**src/rtl/mult_share_arbiter_pkg.sv**
```systemverilog
// Shared definitions for the multiplier-sharing arbiter: default sizes,
// FSM state encodings and the saturating statistics helper.
package mult_share_arbiter_pkg;

  localparam int DEF_NUM_REQ = 4;
  localparam int DEF_DW      = 4;
  localparam int DEF_LAT     = 3;
  localparam int TAG_VLD_W   = 1;
  localparam int STAT_W      = 16;

  typedef enum logic [1:0] {
    ST_IDLE  = 2'd0,
    ST_RUN   = 2'd1,
    ST_DRAIN = 2'd2
  } arb_state_e;

  function automatic logic [STAT_W-1:0] sat_inc(input logic [STAT_W-1:0] v);
    return (&v) ? v : v + 1'b1;
  endfunction

endpackage

```
**src/rtl/mult_share_arbiter_rr_arbiter.sv**
```systemverilog
// Combinational round-robin picker: searches req from ptr upward, wrapping,
// and returns a one-hot grant plus the encoded winner id.
module rr_arbiter
  import mult_share_arbiter_pkg::*;
#(
  parameter int NUM_REQ = DEF_NUM_REQ,
  parameter int IDW     = $clog2(NUM_REQ)
) (
  input  logic [NUM_REQ-1:0] req,
  input  logic [IDW-1:0]     ptr,
  output logic [NUM_REQ-1:0] grant,
  output logic [IDW-1:0]     gnt_id
);

  logic           found;
  logic [IDW-1:0] idx;

  always_comb begin
    grant  = '0;
    gnt_id = '0;
    found  = 1'b0;
    idx    = '0;
    for (int i = 0; i < NUM_REQ; i++) begin
      idx = IDW'((int'(ptr) + i) % NUM_REQ);
      if (!found && req[idx]) begin
        found       = 1'b1;
        grant[idx]  = 1'b1;
        gnt_id      = idx;
      end
    end
  end

endmodule

```
**src/rtl/mult_share_arbiter.sv**
```systemverilog
// Shares one pipelined multiplier among NUM_REQ requesters with round-robin issue
// and a tag pipe for result routing. Optional per-requester grant counters: MULT_ARB_STATS_EN.
module mult_share_arbiter
  import mult_share_arbiter_pkg::*;
#(
  parameter int NUM_REQ = DEF_NUM_REQ,
  parameter int DW      = DEF_DW,
  parameter int LAT     = DEF_LAT,
  parameter int IDW     = $clog2(NUM_REQ)
) (
  input  logic                  clk,
  input  logic                  rst_n,
  input  logic                  arb_en,
  input  logic [NUM_REQ-1:0]    req_valid,
  input  logic [NUM_REQ*DW-1:0] req_x,
  input  logic [NUM_REQ*DW-1:0] req_y,
  output logic [NUM_REQ-1:0]    req_ready,
  output logic [DW-1:0]         mul_x,
  output logic [DW-1:0]         mul_y,
  input  logic [2*DW-1:0]       mul_out,
  output logic                  rsp_valid,
  output logic [IDW-1:0]        rsp_id,
  output logic [2*DW-1:0]       rsp_data,
  output logic                  idle
`ifdef MULT_ARB_STATS_EN
  ,
  output logic [NUM_REQ*STAT_W-1:0] stat_cnt
`endif
);

  arb_state_e state_q, state_d;
  logic                              idle_q, idle_d;
  logic [IDW-1:0]                    ptr_q, ptr_d;
  logic [DW-1:0]                     mul_x_q, mul_x_d;
  logic [DW-1:0]                     mul_y_q, mul_y_d;
  logic [LAT:0][TAG_VLD_W-1:0]       tag_vld_q, tag_vld_d;
  logic [LAT:0][IDW-1:0]             tag_id_q, tag_id_d;
  logic                              rsp_valid_q, rsp_valid_d;
  logic [IDW-1:0]                    rsp_id_q, rsp_id_d;
  logic [2*DW-1:0]                   rsp_data_q, rsp_data_d;

  logic [NUM_REQ-1:0] grant;
  logic [IDW-1:0]     gnt_id;
  logic               grant_en;
  logic               accept;
  logic               pipe_busy;

  rr_arbiter #(
    .NUM_REQ (NUM_REQ),
    .IDW     (IDW)
  ) u_rr (
    .req    (req_valid),
    .ptr    (ptr_q),
    .grant  (grant),
    .gnt_id (gnt_id)
  );

  // Grants are suppressed while draining, including the cycle that re-enters RUN.
  assign grant_en  = arb_en && (state_q != ST_DRAIN);
  assign req_ready = grant & {NUM_REQ{grant_en}};
  assign accept    = |req_ready;
  assign pipe_busy = |tag_vld_q;

  always_comb begin
    state_d = state_q;
    case (state_q)
      ST_IDLE:  if (arb_en) state_d = ST_RUN;
      ST_RUN:   if (!arb_en) state_d = pipe_busy ? ST_DRAIN : ST_IDLE;
      ST_DRAIN: begin
        if (arb_en)          state_d = ST_RUN;
        else if (!pipe_busy) state_d = ST_IDLE;
      end
      default:  state_d = ST_IDLE;
    endcase
    idle_d = (state_d == ST_IDLE);
  end

  always_comb begin
    ptr_d   = ptr_q;
    mul_x_d = mul_x_q;
    mul_y_d = mul_y_q;
    if (accept) begin
      ptr_d = (gnt_id == IDW'(NUM_REQ-1)) ? '0 : gnt_id + 1'b1;
    end
    for (int i = 0; i < NUM_REQ; i++) begin
      if (req_ready[i]) begin
        mul_x_d = req_x[i*DW +: DW];
        mul_y_d = req_y[i*DW +: DW];
      end
    end
  end

  // Tag entry LAT lines up with mul_out, so the response stage samples both together.
  always_comb begin
    tag_vld_d    = '0;
    tag_id_d     = '0;
    tag_vld_d[0] = accept;
    tag_id_d[0]  = gnt_id;
    for (int i = 1; i <= LAT; i++) begin
      tag_vld_d[i] = tag_vld_q[i-1];
      tag_id_d[i]  = tag_id_q[i-1];
    end
    rsp_valid_d = tag_vld_q[LAT][0];
    rsp_id_d    = tag_vld_q[LAT][0] ? tag_id_q[LAT] : rsp_id_q;
    rsp_data_d  = tag_vld_q[LAT][0] ? mul_out       : rsp_data_q;
  end

  always_ff @(posedge clk or negedge rst_n) begin
    if (!rst_n) begin
      state_q     <= ST_IDLE;
      idle_q      <= 1'b1;
      ptr_q       <= '0;
      mul_x_q     <= '0;
      mul_y_q     <= '0;
      tag_vld_q   <= '0;
      tag_id_q    <= '0;
      rsp_valid_q <= 1'b0;
      rsp_id_q    <= '0;
      rsp_data_q  <= '0;
    end else begin
      state_q     <= state_d;
      idle_q      <= idle_d;
      ptr_q       <= ptr_d;
      mul_x_q     <= mul_x_d;
      mul_y_q     <= mul_y_d;
      tag_vld_q   <= tag_vld_d;
      tag_id_q    <= tag_id_d;
      rsp_valid_q <= rsp_valid_d;
      rsp_id_q    <= rsp_id_d;
      rsp_data_q  <= rsp_data_d;
    end
  end

  assign mul_x     = mul_x_q;
  assign mul_y     = mul_y_q;
  assign rsp_valid = rsp_valid_q;
  assign rsp_id    = rsp_id_q;
  assign rsp_data  = rsp_data_q;
  assign idle      = idle_q;

`ifdef MULT_ARB_STATS_EN
  logic [NUM_REQ-1:0][STAT_W-1:0] stat_q, stat_d;

  always_comb begin
    stat_d = stat_q;
    for (int i = 0; i < NUM_REQ; i++) begin
      if (req_ready[i]) stat_d[i] = sat_inc(stat_q[i]);
    end
  end

  always_ff @(posedge clk or negedge rst_n) begin
    if (!rst_n) stat_q <= '0;
    else        stat_q <= stat_d;
  end

  assign stat_cnt = stat_q;
`endif

endmodule

```
**config.mk**
```make
export PLATFORM = sky130hd
export DESIGN_NAME = mult_share_arbiter
export DESIGN_NICKNAME = d
export VERILOG_FILES = /design/src/rtl/mult_share_arbiter_pkg.sv /design/src/rtl/mult_share_arbiter_rr_arbiter.sv /design/src/rtl/mult_share_arbiter.sv
export SDC_FILE = /design/constraint.sdc
export NUM_CORES = 1
export LEC_CHECK = 0
export BUFFER_PORTS_ARGS = -buffer_cell sky130_fd_sc_hd__buf_2
export CAP_MARGIN = 10
export CORE_UTILIZATION = 55
export DETAILED_ROUTE_END_ITERATION = 8
export PLACE_DENSITY = 0.95
export REMOVE_ABC_BUFFERS = 1
export SLEW_MARGIN = 10
export SYNTH_ARGS = -nofsm -noshare
export SYNTH_HDL_FRONTEND = slang
export SYNTH_SLANG_ARGS = --single-unit
```
**constraint.sdc**
```tcl
create_clock -name clk -period 10.1 [get_ports clk]
set_clock_uncertainty 0.2 [all_clocks]
set_input_delay 2.02 -clock clk [delete_from_list [all_inputs] [get_ports clk]]
set_output_delay 2.02 -clock clk [all_outputs]
set_load 0.005 [all_outputs]
```
==> results.cfg <==
[outcome]
status = finished clean

[sta]
whs_ps = 152
period_needed_ps = 6230
slew_violations = 0
timing.setup.tns_ps = 0
finalCritPeriodShare = 0.617
final-hold-violation-count = 0
max_freq_mhz = 161
timing_worst_slew_pin_value_ps = 809
rsz0062_at_grt = false
slew_headroom = 0.456
setup_viol = 0

[cts]
clkSinkCount = 36
clk_latency_ps = 290
htreeDepth = 2
clockBufferDepth = 2
postCtsResizedCells = 0
numCtsBuffers = 5
cts_root_buffer = clkbuf_8
cts_tree = built
cts_setup_buffers = 0
cts-hold-fix-buffers = 0
clk_pin_slew_ps = 60

[finish]
antenna_cells = 0
final_cells = 316
area_growth_pct = 20.0
drive_gt1_frac = 0.407
nets = 321

[critical_path]
cp.arrival_ps = 4010
startpoint_type = primary input
reg2regPathDepth = 9
r2r_slack_ps = 5860
slowest_delay_ps = 630
path_class = in -> out
cp-end-kind = output pin
required_ps = 7880
critPathSlowestCell = a311oi_2
crit_fanout = 14
path_cells = buf_2, nor3b_1, o21ai_0, nand2_1, nand2_1, a311oi_2, buf_2

[yosys]
synth_most_common_cell = dfrtp_1
synth_common_cells = dfrtp_1, mux2_2, nor2_1
syn_inst = 201
synth.area.top_cells = dfrtp_1, mux2_2, ha_1, a21oi_1, nor2_1
ys_seq_elements = 36
netlist_area_um2 = 2170
synth.top_cell.area_share = 0.404
ys.flop_type = dfrtp_1
ys_warn_count = 0
syn_area_per_cell_um2 = 10.8
synth-edff-count = 0
synth.largest_area_cell = dfrtp_1
yosysUniqueCellTypes = 48
yosysSeqAreaShare = 0.416
async_flop_share = 1.00

[routing]
postRouteAntennaNets = 0
vias = 1873
wl_mm = 4.89
wl_met2_mm = 2.34
route.detailed.drc = 0
via_per_inst = 5.93
wl_per_cell_um = 15.5
top_layer = met4
wl_met1_mm = 2.14
wl_met3_um = 350
drt_iter0_markers = 99
dr.pass1.iters = 4

[min_path]
hp-start = tag_id_d[3]$_DFF_PN0_
hp-class = reg -> reg
hold_end = tag_id_d[5]$_DFF_PN0_
min_path_cells = 0

[placement]
place_inst = 308
placement.io_buffers = 70
hpwl_mm = 3.47
gp_congestion = 0.859

[floorplanning]
dieArea_um2 = 4200
chipWidth_um = 64.8
core_area_um2 = 3720
die_h_um = 64.8
num_rows = 22
start_util = 0.584
io_pins = 71

[global_routing]
globalRouteOverflowTotal = 0
grt.total_usage = 0.244
grt_pass1_vias = 1728
grt_pass1_wl_mm = 7.82
grt_max_degree = 37
antenna_found_initial = 0

[power]
ir_worst_vdd_uv = 205
p_leak_nw = 1.21
p_per_area_nw_per_um2 = 327

[flow_run]
maxCapViolCount = 0
worst max-delay path: cells and delay by family:
kind                   cells  cell delay (ps)
AO/OA/AOI/OAI              2              870
AND/OR/NAND/NOR            3              710
buffers and inverters      2              410
sequential cells by signal, indices dropped and copies added (netlist names), named ones only:
name / cells
state_q: 2
tag_id_q: 2
rsp_id: 2
mul_y: 4
rsp_valid: 1
rsp_data: 8
tag_id_d: 6
ptr_q: 1
rsp_valid_d: 1
idle: 1
mul_x: 4
tag_vld_d: 3
layout by cell type, fill, tap and decap left out, drive strengths merged, types with 4 or more instances in the layout:
master  synthesis  routed
dfrtp          35      35
clkbuf          2       6
mux2i           6       6
o21ai          13      13
a21oi          17      17
ha              7       7
mux2           21      21
nor3            6       6
a22oi           9       9
inv             5       5
buf             9      70
nand2           7       7
nor2           20      20
nor3b           4       4
cell type report:
cell class | count | area [µm²]
sequential | 36 | 902
fill | 276 | 1110
multi-input combinational | 149 | 1160
tap | 48 | 60.1
clock inverter | 2 | 35.0
clock buffer | 6 | 72.6
timing repair buffer | 70 | 350
inverter | 5 | 18.8
worst max path at each step:
stage,start,to,cells past startpoint
6_report,req_valid[3],req_ready[3],7
5_1_grt,flip-flop,req_ready[3],8
4_1_cts,req_valid[3],req_ready[3],7
3_5_place_dp,req_valid[3],req_ready[3],7
3_3_place_gp,req_valid[3],req_ready[3],6
2_1_floorplan,req_valid[3],req_ready[1],4
through the flow:
step | worst slack [ps] | util | cell area, µm² | power, mW
3_3_place_gp | 4040 | 0.672 | 2500 | 0.711
6_report | 3870 | 0.701 | 2600 | 0.852
2_1_floorplan | 4450 | - | 2090 | 0.589
3_5_place_dp | 3970 | 0.672 | 2500 | 0.726
5_1_grt | 3710 | 0.701 | 2600 | 0.919
4_1_cts | 3960 | 0.701 | 2600 | 0.853
cell families after synthesis:
| kind of cell | count (synthesis) | synth area share |
|---|---|---|
| xor gates and xnor gates | 2 | 0.00808 |
| AOI/OAI and AO/OA | 58 | 0.189 |
| DFF | 36 | 0.416 |
| buffers and inverters | 16 | 0.0473 |
| muxes | 30 | 0.170 |
| adders and majority gates | 7 | 0.0404 |
| and+or+nand+nor | 52 | 0.130 |
power breakdown:
part           switching (mW)  total, mW  internal (mW)
sequential             0.0600      0.278          0.218
clock                  0.0493      0.123         0.0732
combinational           0.236      0.452          0.216
routing by layer:
metal	global-route usage	vias up
met3	0.0634	7
met1	0.314	905
li1	-	880
met2	0.401	81
met4	0.0694	0
met5	0	-
(Power assumes the default switching activity.)
